### src/rtl/ms_countdown_timer_pkg.sv
// ----------------------------------------------------------------------------
// ms_countdown_timer_pkg
// Shared definitions for the millisecond countdown timer and its prescaler.
//   state_t       : FSM state encoding (IDLE=00, RUN=01, PAUSED=10, DONE=11)
//   TICKS_PER_MS  : clk cycles per 1 ms tick at 50 MHz (used by the prescaler)
//   DEFAULT_WIDTH : default width of the interval / remaining counter
// ----------------------------------------------------------------------------
package ms_countdown_timer_pkg;

  typedef enum logic [1:0] {
    IDLE   = 2'b00,
    RUN    = 2'b01,
    PAUSED = 2'b10,
    DONE   = 2'b11
  } state_t;

  localparam int TICKS_PER_MS  = 50000;
  localparam int DEFAULT_WIDTH = 16;

endpackage

### src/rtl/ms_countdown_timer.sv
// ----------------------------------------------------------------------------
// ms_countdown_timer
// Loads an interval in ms, counts it down on each 1 ms tick from the
// prescaler, and flags expiry. The prescaler sits beside this block in the
// parent: tick_en drives its enable and its pulse comes back on tick_in.
//
// Ports:
//   clk        in   system clock (50 MHz)
//   rst        in   synchronous reset, active-low
//   start      in   1-cycle request: load load_value and begin counting
//   load_value in   interval in ms, sampled only on the start cycle
//   pause      in   level; suspends counting while high
//   cancel     in   1-cycle abort back to IDLE
//   tick_in    in   1 ms pulse from the prescaler
//   tick_en    out  prescaler enable; high only in RUN
//   remaining  out  ms left in the current interval
//   busy       out  high in RUN or PAUSED
//   done       out  1-cycle pulse on expiry
//   expired    out  high in DONE until the next start or cancel
// ----------------------------------------------------------------------------
module ms_countdown_timer
  import ms_countdown_timer_pkg::*;
#(
  parameter int WIDTH = DEFAULT_WIDTH
) (
  input  logic             clk,
  input  logic             rst,
  input  logic             start,
  input  logic [WIDTH-1:0] load_value,
  input  logic             pause,
  input  logic             cancel,
  input  logic             tick_in,
  output logic             tick_en,
  output logic [WIDTH-1:0] remaining,
  output logic             busy,
  output logic             done,
  output logic             expired
);

  state_t state_q, state_d;
  logic   load_en;
  logic   dec_en;
  logic   clr_en;
  logic   expire;

  // Next-state decode. Priority is cancel > start > tick_in > pause; the
  // state checks below only run when neither cancel nor start is present.
  // NOTE: every signal gets a default before any branch so this block can
  // never infer a latch on a path that forgets to assign it.
  always_comb begin
    state_d = state_q;
    load_en = 1'b0;
    dec_en  = 1'b0;
    clr_en  = 1'b0;
    expire  = 1'b0;

    if (cancel) begin
      state_d = IDLE;
      clr_en  = 1'b1;
    end else if (start) begin
      load_en = 1'b1;
      if (load_value == '0) begin
        state_d = DONE;
        expire  = 1'b1;
      end else begin
        state_d = RUN;
      end
    end else begin
      unique case (state_q)
        RUN: begin
          // A tick arriving with pause is counted first; if it expires the
          // interval we land in DONE rather than PAUSED.
          if (tick_in) begin
            if (remaining <= WIDTH'(1)) begin
              state_d = DONE;
              clr_en  = 1'b1;
              expire  = 1'b1;
            end else begin
              dec_en = 1'b1;
              if (pause) state_d = PAUSED;
            end
          end else if (pause) begin
            state_d = PAUSED;
          end
        end
        PAUSED: if (!pause) state_d = RUN;
        default: ;  // IDLE and DONE hold; tick_in is ignored there
      endcase
    end
  end

  // State and flag registers. Flags are decoded from the next state so they
  // line up with the state register rather than lagging it by a cycle.
  // NOTE: sequential state uses non-blocking assignments so every register
  // samples the pre-edge values, independent of statement order.
  always_ff @(posedge clk) begin
    // NOTE: reset is synchronous (sampled on clk) to match the rest of the
    // datapath; rst is not in the sensitivity list on purpose.
    if (!rst) begin
      state_q <= IDLE;
      tick_en <= 1'b0;
      busy    <= 1'b0;
      done    <= 1'b0;
      expired <= 1'b0;
    end else begin
      state_q <= state_d;
      tick_en <= (state_d == RUN);
      busy    <= (state_d == RUN) || (state_d == PAUSED);
      // Back-to-back zero-length starts would otherwise pulse every cycle.
      done    <= expire && !done;
      expired <= (state_d == DONE);
    end
  end

  // Remaining-ms counter. dec_en is only raised when remaining > 1, so the
  // counter can never wrap.
  always_ff @(posedge clk) begin
    if (!rst) begin
      remaining <= '0;
    end else if (clr_en) begin
      remaining <= '0;
    end else if (load_en) begin
      remaining <= load_value;
    end else if (dec_en) begin
      remaining <= remaining - WIDTH'(1);
    end
  end

endmodule

### config.mk
export PLATFORM = sky130hd
export DESIGN_NAME = ms_countdown_timer
export DESIGN_NICKNAME = d
export VERILOG_FILES = /design/src/rtl/ms_countdown_timer_pkg.sv /design/src/rtl/ms_countdown_timer.sv
export SDC_FILE = /design/constraint.sdc
export NUM_CORES = 1
export LEC_CHECK = 0
export ABC_AREA = 1
export BUFFER_PORTS_ARGS = -buffer_cell sky130_fd_sc_hd__clkbuf_2
export CAP_MARGIN = 25
export CORE_MARGIN = 1
export CORE_UTILIZATION = 55
export CTS_BUF_LIST = sky130_fd_sc_hd__clkbuf_4
export DETAILED_ROUTE_END_ITERATION = 10
export GPL_ROUTABILITY_DRIVEN = 0
export PLACE_DENSITY_LB_ADDON = 0.1
export SYNTH_ARGS = -nofsm -noshare
export SYNTH_HDL_FRONTEND = slang
export SYNTH_SLANG_ARGS = --single-unit
### constraint.sdc
create_clock -name clk -period 1.95 [get_ports clk]
set_input_delay 0.39 -clock clk [delete_from_list [all_inputs] [get_ports clk]]
set_output_delay 0.39 -clock clk [all_outputs]
set_load 0.02 [all_outputs]
==> load_flow_metrics.sql <==
INSERT INTO impl_metrics (metric_group, metric, value, unit) VALUES
('status', 'status', 'finished, violations left', ''),
('status', 'violations_in_the_final_reports', 'design-rule violations', ''),
('worst_hold_path', 'min_from', 'rst', ''),
('setup_path', 'timing.critical_path.required', '2.17', 'ns'),
('finish', 'final_area', '2000', 'um2'),
('cts', 'cts_root_buffer', 'sky130_fd_sc_hd__clkbuf_4', ''),
('synthesis', 'ys_top_cells_by_area', 'sky130_fd_sc_hd__dfxtp_1 (26%), sky130_fd_sc_hd__nand2_1 (18%), sky130_fd_sc_hd__nor2_1 (11%), sky130_fd_sc_hd__nand3_1 (8.0%), sky130_fd_sc_hd__inv_1 (7.8%)', ''),
('worst_hold_path', 'hold_depth', '3', ''),
('worst_hold_path', 'hold-path-endpoint', 'tick_en$_SDFF_PN0_', ''),
('placed_design', 'dpl-instance-area', '1920', 'um2'),
('cts', 'cts.sinks', '22', ''),
('routing', 'drt_first_iter_violations', '122', ''),
('global_routing', 'grt_resource_usage_total', '0.266', ''),
('setup_path', 'worst-r2r-cell-count', '11', ''),
('synthesis', 'yosysUniqueCellTypes', '26', ''),
('synthesis', 'synth_sequential_area_ratio', '0.260', ''),
('placed_design', 'port_buffers', '41', ''),
('synthesis', 'synthesis.nets', '313', ''),
('power', 'p_per_area', '535', 'nW/um2'),
('timing', 'worst-slew-pin-transition', '0.520', 'ns'),
('global_routing', 'grt.overflow.total', '0', ''),
('timing', 'clock.fmax', '549', 'MHz'),
('cts', 'tritoncts_clock_tree', 'done', ''),
('timing', 'skew', '0.00294', 'ns'),
('setup_path', 'crit_arrival', '2.04', 'ns'),
('setup_path', 'critical_path.max_fanout', '9', ''),
('setup_path', 'r2r_slack', '0.13', 'ns'),
('cts', 'number_of_buffers_created_by_cts', '3', ''),
('setup_path', 'regToRegEndpoint', 'remaining[3]$_SDFFE_PP0P_', ''),
('routing', 'detailedRoute.firstPassIterationCount', '7', ''),
('synthesis', 'postSynthRegisterBits', '22', ''),
('die', 'core.rowCount', '19', ''),
('synthesis', 'ys.warnings.count', '0', ''),
('power', 'power', '1.07', 'mW'),
('setup_path', 'worst_setup_path_start_kind', 'flip-flop', ''),
('placed_design', 'dpl_worst_slack', '0.191', 'ns'),
('routing', 'drcViolationCount', '3', ''),
('global_routing', 'global_route_wire_length_before_repair', '6870', 'um'),
('die', 'die_area', '3300', 'um2'),
('finish', 'diodes_inserted', '0', ''),
('power', 'power.static_leakage', '1.09', 'nW'),
('run', 'drv.max_cap_violation_count', '0', ''),
('finish', 'multi_input_comb_area', '1080', 'um2'),
('routing', 'detailroute.via_count', '1900', ''),
('cts', 'clkTransAtPathRegs', '0.13', 'ns'),
('global_routing', 'number_of_global_route_vias_before_repair', '1617', ''),
('power', 'ir_worst_vdd', '390', 'uV'),
('synthesis', 'netlist.top_cell.by_area', 'sky130_fd_sc_hd__dfxtp_1', ''),
('global_routing', 'grt_max_degree', '20', ''),
('finish', 'nFillCells', '262', ''),
('timing', 'slew_viols_final', '0', ''),
('synthesis', 'mappedNetlistArea', '1690', 'um2'),
('finish', 'layoutNonFillerInstCount', '363', ''),
('timing', 'setup_viol_count_final', '0', ''),
('routing', 'via_per_inst', '5.23', ''),
('placed_design', 'place.detailed.instances', '357', ''),
('timing', 'post-route-period-util', '0.934', ''),
('die', 'die_span_in_y', '57.5', 'um'),
('finish', 'area_overhead_vs_synth', '18.3', '%'),
('die', 'io_pins', '42', ''),
('worst_hold_path', 'holdCritPathClass', 'in2reg', ''),
('synthesis', 'netlist.area_leader.share', '0.260', ''),
('synthesis', 'synth_cells', '285', ''),
('cts', 'h_tree_depth', '1', ''),
('die', 'placeableCoreArea', '2830', 'um2'),
('synthesis', 'syn-mean-instance-area', '5.94', 'um2'),
('timing', 'min_period', '1.82', 'ns'),
('setup_path', 'critPathCaptureType', 'flip-flop', ''),
('setup_path', 'regToRegStartpoint', 'remaining[0]$_SDFFE_PP0P_', ''),
('cts', 'hold_buffer_count_at_cts', '0', ''),
('die', 'initial_utilization', '0.598', '');
cell families after synthesis:
group / share of synthesized area
compound gates: 0.0954
xor+xnor: 0.0155
fa+ha+maj: 0.0444
buf+inv: 0.117
flops: 0.260
simple gates: 0.467
layer usage:
| metal | GRT usage | wire, um |
|---|---|---|
| met3 | 0.0204 | 287 |
| met2 | 0.447 | 2000 |
| met1 | 0.352 | 1830 |
| met5 | 0 | 0 |
| met4 | 0.105 | 89 |
worst max-delay path, stage by stage, from the launching register on:
cell and delay [ns]:
sky130_fd_sc_hd__dfxtp_1 0.38, sky130_fd_sc_hd__inv_1 0.07, sky130_fd_sc_hd__ha_1 0.21, sky130_fd_sc_hd__inv_1 0.05
sky130_fd_sc_hd__nand2_1 0.09, sky130_fd_sc_hd__nand2_1 0.06, sky130_fd_sc_hd__nor2_1 0.14, sky130_fd_sc_hd__nand3_2 0.21
sky130_fd_sc_hd__nand2_8 0.17, sky130_fd_sc_hd__nand2_2 0.14, sky130_fd_sc_hd__o21ai_0 0.12, sky130_fd_sc_hd__a21oi_1 0.08
sequential cells by signal, summed over array words and instances (netlist names):
name / count
expired: 1
tick_en: 1
busy: 1
done: 1
remaining: 16
state_q: 2
power breakdown:
part | leakage (nW) | switching [mW] | internal [mW]
combinational | 0.893 | 0.236 | 0.130
clock | 0.0154 | 0.146 | 0.0751
sequential | 0.179 | 0.0169 | 0.466
area by class of cell:
type                       count  area share
inverter                      37      0.0700
clock inverter                 1     0.00188
multi-input combinational    220       0.539
timing repair buffer          49       0.139
sequential                    22       0.220
clock buffer                   3      0.0113
tap                           31      0.0194
through the flow:
| stage | util | hold WS [ns] |
|---|---|---|
| floorplan | - | 0.483 |
| global placement | 0.680 | 0.504 |
| detailed placement | 0.680 | 0.525 |
| CTS | 0.689 | 0.282 |
| global route | 0.708 | 0.295 |
| finish | 0.708 | 0.282 |
worst max-delay path by stage:
| stage | startpoint | endpoint | slack, ns | depth (start not counted) |
|---|---|---|---|---|
| floorplan | remaining[0]$_SDFFE_PP0P_ | busy$_SDFF_PN0_ | 0.32 | 10 |
| global placement | remaining[0]$_SDFFE_PP0P_ | remaining[3]$_SDFFE_PP0P_ | 0.23 | 11 |
| detailed placement | remaining[0]$_SDFFE_PP0P_ | remaining[3]$_SDFFE_PP0P_ | 0.19 | 11 |
| CTS | remaining[0]$_SDFFE_PP0P_ | remaining[3]$_SDFFE_PP0P_ | 0.16 | 11 |
| global route | remaining[1]$_SDFFE_PP0P_ | remaining[3]$_SDFFE_PP0P_ | -0.02 | 11 |
| finish | remaining[0]$_SDFFE_PP0P_ | remaining[3]$_SDFFE_PP0P_ | 0.13 | 11 |
cells in the final DEF (no fill, tap or decap), drive strengths merged:
master   n
ha       6
nand3   29
nor2    60
dfxtp   22
nor3     2
xnor2    1
nand2   86
clkbuf  44
nand3b   2
o22ai    1
nand4    2
a21oi   15
buf      8
xor2     2
o211ai   1
o21ai   13
clkinv   2
inv     36
repair_timing:
| action | in CTS | in global routing |
|---|---|---|
| buffers inserted | 0 | 2 |
| resized for setup | 0 | 4 |
| setup endpoints to repair | 0 | 4 |
cells in the mapped netlist:
master                      n
sky130_fd_sc_hd__inv_1     35
sky130_fd_sc_hd__nand2_2    4
sky130_fd_sc_hd__nand2_4    2
sky130_fd_sc_hd__ha_1       6
sky130_fd_sc_hd__xor2_1     2
sky130_fd_sc_hd__buf_4      1
sky130_fd_sc_hd__o211ai_1   1
sky130_fd_sc_hd__nand2_1   80
sky130_fd_sc_hd__xnor2_1    1
sky130_fd_sc_hd__inv_2      1
sky130_fd_sc_hd__clkinv_2   1
sky130_fd_sc_hd__nor2_2    10
sky130_fd_sc_hd__a21oi_2    2
sky130_fd_sc_hd__nand3_1   27
sky130_fd_sc_hd__nor2_1    50
sky130_fd_sc_hd__o21ai_0   13
sky130_fd_sc_hd__a21oi_1   13
sky130_fd_sc_hd__dfxtp_1   22
sky130_fd_sc_hd__buf_8      1
sky130_fd_sc_hd__nand3b_1   2
sky130_fd_sc_hd__o22ai_1    1
sky130_fd_sc_hd__nand3_2    2
sky130_fd_sc_hd__buf_2      3
sky130_fd_sc_hd__nor3_1     2
sky130_fd_sc_hd__buf_12     1
sky130_fd_sc_hd__nand4_1    2
(Power assumes the default switching activity.)
